===== src/rtl/multiplier_arbiter.sv =====
// Round-robin arbiter that shares one iterative shift-add multiplier core
// between NUM_REQ requesters, with valid/ready handshakes on both sides.

module Multiplier #(
  parameter int DATA_WIDTH = 16
) (
  input  logic                    Clk,
  input  logic                    Start,
  input  logic [DATA_WIDTH-1:0]   A,
  input  logic [DATA_WIDTH-1:0]   B,
  output logic [2*DATA_WIDTH-1:0] Product,
  output logic                    Ready
);
  localparam int CW = $clog2(DATA_WIDTH + 1);

  logic [CW-1:0]           count;
  logic [2*DATA_WIDTH-1:0] mcand;
  logic [2*DATA_WIDTH-1:0] acc;
  logic [DATA_WIDTH-1:0]   mplier;

  // No reset: an arbitrary power-up count still runs down to zero, so Ready
  // always rises within 2^CW cycles.
  always_ff @(posedge Clk) begin
    if (Start && count == '0) begin
      mcand  <= {{DATA_WIDTH{1'b0}}, A};
      mplier <= B;
      acc    <= '0;
      count  <= CW'(DATA_WIDTH);
    end else if (count != '0) begin
      if (mplier[0]) acc <= acc + mcand;
      mcand  <= mcand << 1;
      mplier <= mplier >> 1;
      count  <= count - 1'b1;
    end
  end

  assign Ready   = (count == '0);
  assign Product = acc;
endmodule

module multiplier_arbiter #(
  parameter  int DATA_WIDTH = 16,
  parameter  int NUM_REQ    = 4,
  localparam int GW         = $clog2(NUM_REQ)
) (
  input  logic                          Clk,
  input  logic                          Reset,
  input  logic [NUM_REQ-1:0]            ReqValid,
  input  logic [NUM_REQ*DATA_WIDTH-1:0] ReqA,
  input  logic [NUM_REQ*DATA_WIDTH-1:0] ReqB,
  output logic [NUM_REQ-1:0]            ReqReady,
  output logic [NUM_REQ-1:0]            RespValid,
  input  logic [NUM_REQ-1:0]            RespReady,
  output logic [2*DATA_WIDTH-1:0]       RespProduct,
  output logic [GW-1:0]                 GrantId,
  output logic                          Busy
);
  typedef enum logic [2:0] {
    S_DRAIN,
    S_IDLE,
    S_ISSUE,
    S_BUSY,
    S_RESP
  } state_t;

  state_t                  state;
  logic [GW-1:0]           ptr;
  logic [DATA_WIDTH-1:0]   op_a;
  logic [DATA_WIDTH-1:0]   op_b;
  logic                    core_start;
  logic                    core_ready;
  logic [2*DATA_WIDTH-1:0] core_product;

  logic                    grant_found;
  logic [GW-1:0]           grant_idx;
  logic [GW:0]             cand;
  logic                    accept;

  // Rotating priority scan starting at ptr; the first valid index wins.
  always_comb begin
    grant_found = 1'b0;
    grant_idx   = '0;
    cand        = '0;
    for (int unsigned k = 0; k < NUM_REQ; k++) begin
      cand = {1'b0, ptr} + (GW+1)'(k);
      if (cand >= (GW+1)'(NUM_REQ)) cand = cand - (GW+1)'(NUM_REQ);
      if (!grant_found && ReqValid[cand[GW-1:0]]) begin
        grant_found = 1'b1;
        grant_idx   = cand[GW-1:0];
      end
    end
  end

  assign accept     = (state == S_IDLE) && grant_found && !Reset;
  assign ReqReady   = accept ? (NUM_REQ'(1) << grant_idx) : '0;
  assign RespValid  = (state == S_RESP && !Reset) ? (NUM_REQ'(1) << GrantId) : '0;
  assign core_start = (state == S_ISSUE) && !Reset;
  assign Busy       = (state != S_IDLE);

  always_ff @(posedge Clk) begin
    if (Reset) begin
      state       <= S_DRAIN;
      ptr         <= '0;
      GrantId     <= '0;
      op_a        <= '0;
      op_b        <= '0;
      RespProduct <= '0;
    end else begin
      case (state)
        S_DRAIN: if (core_ready) state <= S_IDLE;
        S_IDLE: begin
          if (grant_found) begin
            op_a    <= ReqA[grant_idx*DATA_WIDTH +: DATA_WIDTH];
            op_b    <= ReqB[grant_idx*DATA_WIDTH +: DATA_WIDTH];
            GrantId <= grant_idx;
            state   <= S_ISSUE;
          end
        end
        S_ISSUE: state <= S_BUSY;
        S_BUSY: begin
          if (core_ready) begin
            RespProduct <= core_product;
            state       <= S_RESP;
          end
        end
        S_RESP: begin
          if (RespReady[GrantId]) begin
            ptr   <= (GrantId == GW'(NUM_REQ - 1)) ? '0 : GrantId + 1'b1;
            state <= S_IDLE;
          end
        end
        default: state <= S_DRAIN;
      endcase
    end
  end

  Multiplier #(.DATA_WIDTH(DATA_WIDTH)) u_core (
    .Clk     (Clk),
    .Start   (core_start),
    .A       (op_a),
    .B       (op_b),
    .Product (core_product),
    .Ready   (core_ready)
  );
endmodule

===== config.mk =====
export PLATFORM = sky130hd
export DESIGN_NAME = multiplier_arbiter
export DESIGN_NICKNAME = d
export VERILOG_FILES = /design/src/rtl/multiplier_arbiter.sv
export SDC_FILE = /design/constraint.sdc
export NUM_CORES = 1
export LEC_CHECK = 0
export ABC_AREA = 1
export BUFFER_PORTS_ARGS = -buffer_cell sky130_fd_sc_hd__buf_4
export CAP_MARGIN = 30
export CORE_UTILIZATION = 50
export DETAILED_ROUTE_END_ITERATION = 6
export PLACE_DENSITY = 0.69
export SLEW_MARGIN = 20
export SYNTH_ARGS = -nofsm -noshare
export SYNTH_HDL_FRONTEND = slang
export SYNTH_SLANG_ARGS = --single-unit

===== constraint.sdc =====
create_clock -name Clk -period 3.6 [get_ports Clk]
set_input_delay 0.72 -clock Clk [delete_from_list [all_inputs] [get_ports Clk]]
set_output_delay 0.72 -clock Clk [all_outputs]
set_load 0.005 [all_outputs]

Word level (Yosys, flattened, before mapping):

Index checks and enable logic that the tools add are counted.

* register bits: 156
* latch bits: 0
* memory bits (writable): 0
* bits in read-only memories: 0
* input bits: 138
* word-level logic and storage cells: 99
* memories: 0

* add/subtract/negate cells: 10
* multiply operators: 0
* div/mod/pow operators: 0
* order comparisons: 9
* equality and inequality tests: 10
* shift operators: 4
* multiplexer cells: 34
* bitwise gates (word level): 0
* reductions and logical operators: 21

Operator list (count)
* indexed part select 64 x 7 -> 16 bit: 2
* 2-to-1 mux 16 bit: 4
* adder 32 bit: 1
* 2-to-1 mux 2 bit: 9
* less-than comparator 2 x 3 -> 1 bit, second input constant: 5
* case mux 3 bit (5 select lines): 1
* 2-to-1 mux 3 bit: 4
* binary-select mux 1 bit (select 2 bit): 5
* greater-or-equal comparator 3 bit, second input constant: 3
* 2-to-1 mux 1 bit: 9
* logical AND 1 bit: 8
* 2-to-1 mux 4 bit: 2
* AND reduction 2 bit: 4
* << shifter 1 x 2 -> 4 bit, first input constant: 2
* subtractor 2 x 1 -> 2 bit, second input constant: 4
* adder 2 x 2 -> 3 bit, second input constant: 2
* equality test 3 x 2 -> 1 bit, second input constant: 2
* inequality test 2 bit, second input constant: 3
* logical NOT 5 bit: 1
* nonzero test 5 bit: 1
* subtractor 5 x 1 -> 5 bit, second input constant: 1
* logical NOT 1 bit: 4
* AND reduction 4 bit: 1
* adder 2 x 1 -> 3 bit, second input constant: 1
* 9 further kinds: 9

Longest topological paths before layout:

* word-level depth: 17
* depth in mapped cells: 18
* mapped depth without buffers: 15

By module:

A second synthesis with hierarchy kept.

* cell total of the unflattened synthesis: 1487
* area total of the unflattened synthesis: 9539.1 um^2

Modules (own cells, without submodules)
* Multiplier: instances 1, cells each 851, area an instance 5562.8 um^2, sequential area each 2021.9 um^2
* multiplier_arbiter: instances 1, cells each 636, area an instance 3976.3 um^2, sequential area each 1421.4 um^2

Least setup slack after synthesis:

OpenSTA, ideal clock, no wires.

* kind: input -> register
* start: in Reset
* end: reg u_core.mcand[0] (enable)
* setup time: 0.409 ns
* arrival: 2.341 ns
* required time: 3.191 ns
* setup slack: 0.850 ns
* cell stages on the path: 5
* buffers on the path: 2
* cells stage by stage: clkbuf_1 -> nor2_1 -> inv_1 -> nand2_1 -> clkbuf_1

* longest elaborated chain between the ends: 4

Ends and longest elaborated chain
* start: declaration: line 47 `input logic Reset,`
* logical NOT 1 bit: line 97 `assign core_start = (state == S_ISSUE) && !Reset;`
* logical AND 1 bit: line 97
* logical AND 1 bit: line 24 `if (Start && count == '0) begin`
* nonzero test 2 bit (no source line)
* end signal: assignment: line 25 `mcand <= {{DATA_WIDTH{1'b0}}, A};`
* end signal: assignment: line 31 `mcand <= mcand << 1;`
* end: declaration: line 17 `logic [2*DATA_WIDTH-1:0] mcand;`

Every way passes these cells.
A chain may end at the register's enable or synchronous reset.

Final worst setup path:

* start: reg ptr[0]
* end: out ReqReady[0]

* longest elaborated chain between the ends: 17
* elaborated cells on any way between the ends: 41

Ends and longest elaborated chain
* start: declaration: line 67 `logic [GW-1:0] ptr;`
* start signal: assignment: line 128 `ptr <= (GrantId == GW'(NUM_REQ - 1)) ? '0 : GrantId + 1'b1;`
* branches (longest 16 deep; another with adder 2 x 1 -> 3 bit)
* 2-to-1 mux 4 bit *: line 95 `assign ReqReady = accept ? (NUM_REQ'(1) << grant_idx) : '0;`
* end: declaration: line 51 `output logic [NUM_REQ-1:0] ReqReady,`

Every way passes the cells marked *. The select of a mux whose other input is x is not followed.

==> flow_metrics.env <==
export IMPL_cp_required_ps=2880
export IMPL_finalHoldViolCount=0
export IMPL_maxCapViolCount=0
export IMPL_fp_coreArea_um2=18300
export IMPL_die_h_um=140
export IMPL_min_path_type="reg2reg"
export IMPL_h_tree_depth=4
export IMPL_clock_skew_final_ps=15.6
export IMPL_power_leakage_nw=5.80
export IMPL_rsz0062_at_grt="no"
export IMPL_antenna_found_initial=0
export IMPL_die_area_um2=19500
export IMPL_holdPathStages=2
export IMPL_ctsHoldBuffers=0
export IMPL_drive_gt1_share_pct=16.3
export IMPL_numPortBuffers=180
export IMPL_synth_cells=1419
export IMPL_dr_pass1_iters=7
export IMPL_critPathKind="reg2out"
export IMPL_vdd_drop_max_v=0.000430
export IMPL_regArea_um2=3440
export IMPL_yosysWarnings=0
export IMPL_crit_family="simple AND/OR/NAND/NOR gates"
export IMPL_clockRootBuffer="clkbuf_16"
export IMPL_num_vias=9553
export IMPL_finalNetCount=1735
export IMPL_relSlewSlack_pct=38.6
export IMPL_worst_setup_path_start_kind="flop"
export IMPL_holdPathEnd="u_core.count[4]$_SDFFE_PP1P_"
export IMPL_antennaDiodeCount=0
export IMPL_crit_top_cell="nand2_1"
export IMPL_reg2reg_from="u_core.count[0]$_SDFFE_PP0P_"
export IMPL_r2r_setup_slack_ps=940
export IMPL_crit_buf_inv=4
export IMPL_routed_wl_um=26800
export IMPL_grt_overflow_total=0
export IMPL_cts_made_buffers=17
export IMPL_timing_critical_path_cells="inv_6 > nand2_1 > nand3_1 > nand2_1 > inv_2 > nand3_4 > nand2_1 > inv_2 > nand2_1 > nor3_1 > buf_4"
export IMPL_r2r_end="u_core.Product[2]$_SDFFE_PP0P_"
export IMPL_insertion_delay_ps=440
export IMPL_routed_via_density=5.30
export IMPL_holdWs_ps=458
export IMPL_synth_top_area_share_pct=26.2
export IMPL_fin_crit_ps=2970
export IMPL_grt_max_degree=66
export IMPL_multi_input_area_um2=4960
export IMPL_worstPathMaxFanout=10
export IMPL_synth_top_area_cell="dfxtp_1"
export IMPL_max_freq_mhz=337
export IMPL_pre_cts_ws_ps=905
export IMPL_grt_use_total_pct=27.9
export IMPL_antenna_left=0
export IMPL_rows=49
export IMPL_synth_area_leaders="dfxtp_1, nand2_1, edfxtp_1, inv_1, a21oi_1"
export IMPL_syn_to_final_growth_pct=20.8
export IMPL_hp_start="u_core.count[4]$_SDFFE_PP1P_"
export IMPL_grt_pass1_vias=8922
export IMPL_cts_sinks=156
export IMPL_outcome="finished clean"
export IMPL_nFillCells=1763
export IMPL_syn_area_per_cell_um2=6.68
export IMPL_dpl_hpwl_um=19700
export IMPL_finalWeightedCongestion=0.924
export IMPL_cts_tree="done"
export IMPL_syn_area_um2=9480
export IMPL_crit_path_end_kind="primary output"
export IMPL_clk_pin_slew_worst_paths_ps=60
export IMPL_start_util_pct=51.9
export IMPL_fin_tns_setup_ps=0
export IMPL_drt_iter0_drc=556
export IMPL_utilization_pct=62.7
export IMPL_cp_data_arrival_time_ps=2250
export IMPL_timing_final_ws_setup_ps=633
export IMPL_drc=0
export IMPL_worst_r2r_path_depth=9
export IMPL_worst_pin_slew_ps=916
export IMPL_slew_violations=0
export IMPL_cts_resized=0
export IMPL_ys_seq_elements=156
export IMPL_powerDensity_nw_per_um2=837
export IMPL_setup_viol=0
export IMPL_wl_per_cell_um=14.9
export IMPL_synth_nets=1594
export IMPL_slowest_delay_ps=620
export IMPL_total_power_mw=9.58
export IMPL_ys_types=40
export IMPL_num_io_pins=181
export IMPL_ys_seq_area_share_pct=36.3
export IMPL_cts_setup_buffers=0
export IMPL_grt_pass1_wl_um=43500
export IMPL_fin_crit_sh_pct=82.4
export IMPL_clockBufferDepth=2
export IMPL_slowest_stage="dfxtp_1"
export IMPL_fp_dieW_um=140
sequential cells by signal (all words and copies together) (netlist names):
name and cells:
u_core.count 5, u_core.mcand 32, RespProduct 32, op_b 16, state 3, ptr 2
GrantId 2, op_a 16, u_core.mplier 16, u_core.Product 32
cells in the mapped netlist, drive strengths merged:
cell / count
clkinv: 1
dfxtp: 124
o21bai: 4
xor2: 3
xnor2: 5
a211oi: 1
a21oi: 116
nand3: 95
o31ai: 5
or2: 2
ha: 36
o22ai: 15
o21a: 1
edfxtp: 32
o211ai: 3
nand4: 68
nor3: 14
fa: 1
a21o: 9
buf: 52
nor4: 4
o21ai: 110
clkbuf: 22
nor2: 90
nand3b: 2
inv: 182
o22a: 1
nand2: 421
power by group:
part / internal (mW) / switching, mW
Combinational: 1.77 / 3.14
Clock: 0.973 / 0.786
Sequential: 2.52 / 0.398
Total: 5.26 / 4.32
placed cells by master, fill, tap and decap left out, drive strengths merged, types with 3 or more instances in the layout:
master	instances
xor2	3
a21o	9
nor2	90
xnor2	5
clkbuf	17
o211ai	3
inv	191
nor4	4
o31ai	5
a21oi	116
o21ai	110
nor3	14
clkinv	4
o22ai	15
ha	36
o21bai	4
dfxtp	124
edfxtp	32
nand4	68
nand3	95
buf	196
nand2	421
cell families (layout without fill, tap and decap cells):
| group | after synthesis | count (layout) | share of synthesized area [%] |
|---|---|---|---|
| and+or+nand+nor | 696 | 696 | 31.6 |
| AOI/OAI and AO/OA | 265 | 265 | 14.9 |
| buffers and inverters | 257 | 411 | 11.5 |
| DFF | 156 | 156 | 36.3 |
| adders and majority gates | 37 | 37 | 4.96 |
| xor gates and xnor gates | 8 | 8 | 0.739 |
layout make-up:
| cell class | count | share of cell area (%) |
|---|---|---|
| multi-input combinational | 1006 | 43.3 |
| sequential | 156 | 30.1 |
| timing repair buffer | 196 | 13.1 |
| inverter | 183 | 6.04 |
| clock buffer | 17 | 3.72 |
| tap | 229 | 2.50 |
| clock inverter | 15 | 1.29 |
metrics by stage:
stage / area [µm²] / std cells
after detailed placement: 10900 / 1770
after global placement: 10900 / 1770
after CTS: 11500 / 1802
after floorplan: 9480 / 1419
after global routing: 11500 / 1802
final: 11500 / 1802
tightest hold or removal path: cells and delay by family, from the launching register on:
family	cells	cell delay [ps]
flops	1	320
simple gates	2	100
metal layers:
metal / vias to the layer above / share of wire [%] / GRT usage (%)
met5: - / 0 / 0
met4: 0 / 1.9 / 8.91
met3: 32 / 5.0 / 4.78
met2: 286 / 47 / 47.1
met1: 4283 / 46 / 36.2
li1: 4952 / - / -
how the worst max path moves through the flow:
stage / from / cells after the start / to / slack, ps
2_1_floorplan: Reset / 5 / u_core.mcand[0]$_SDFFCE_PN0P_ / 850
3_3_place_gp: ReqValid[1] / 11 / ReqReady[2] / 920
3_5_place_dp: ReqValid[1] / 11 / ReqReady[2] / 910
4_1_cts: ptr[0]$_SDFFE_PP0P_ / 11 / ReqReady[0] / 600
5_1_grt: ptr[0]$_SDFFE_PP0P_ / 11 / ReqReady[1] / 400
6_report: ptr[0]$_SDFFE_PP0P_ / 11 / ReqReady[0] / 630
No activity file was read; power rests on OpenSTA's default activity.
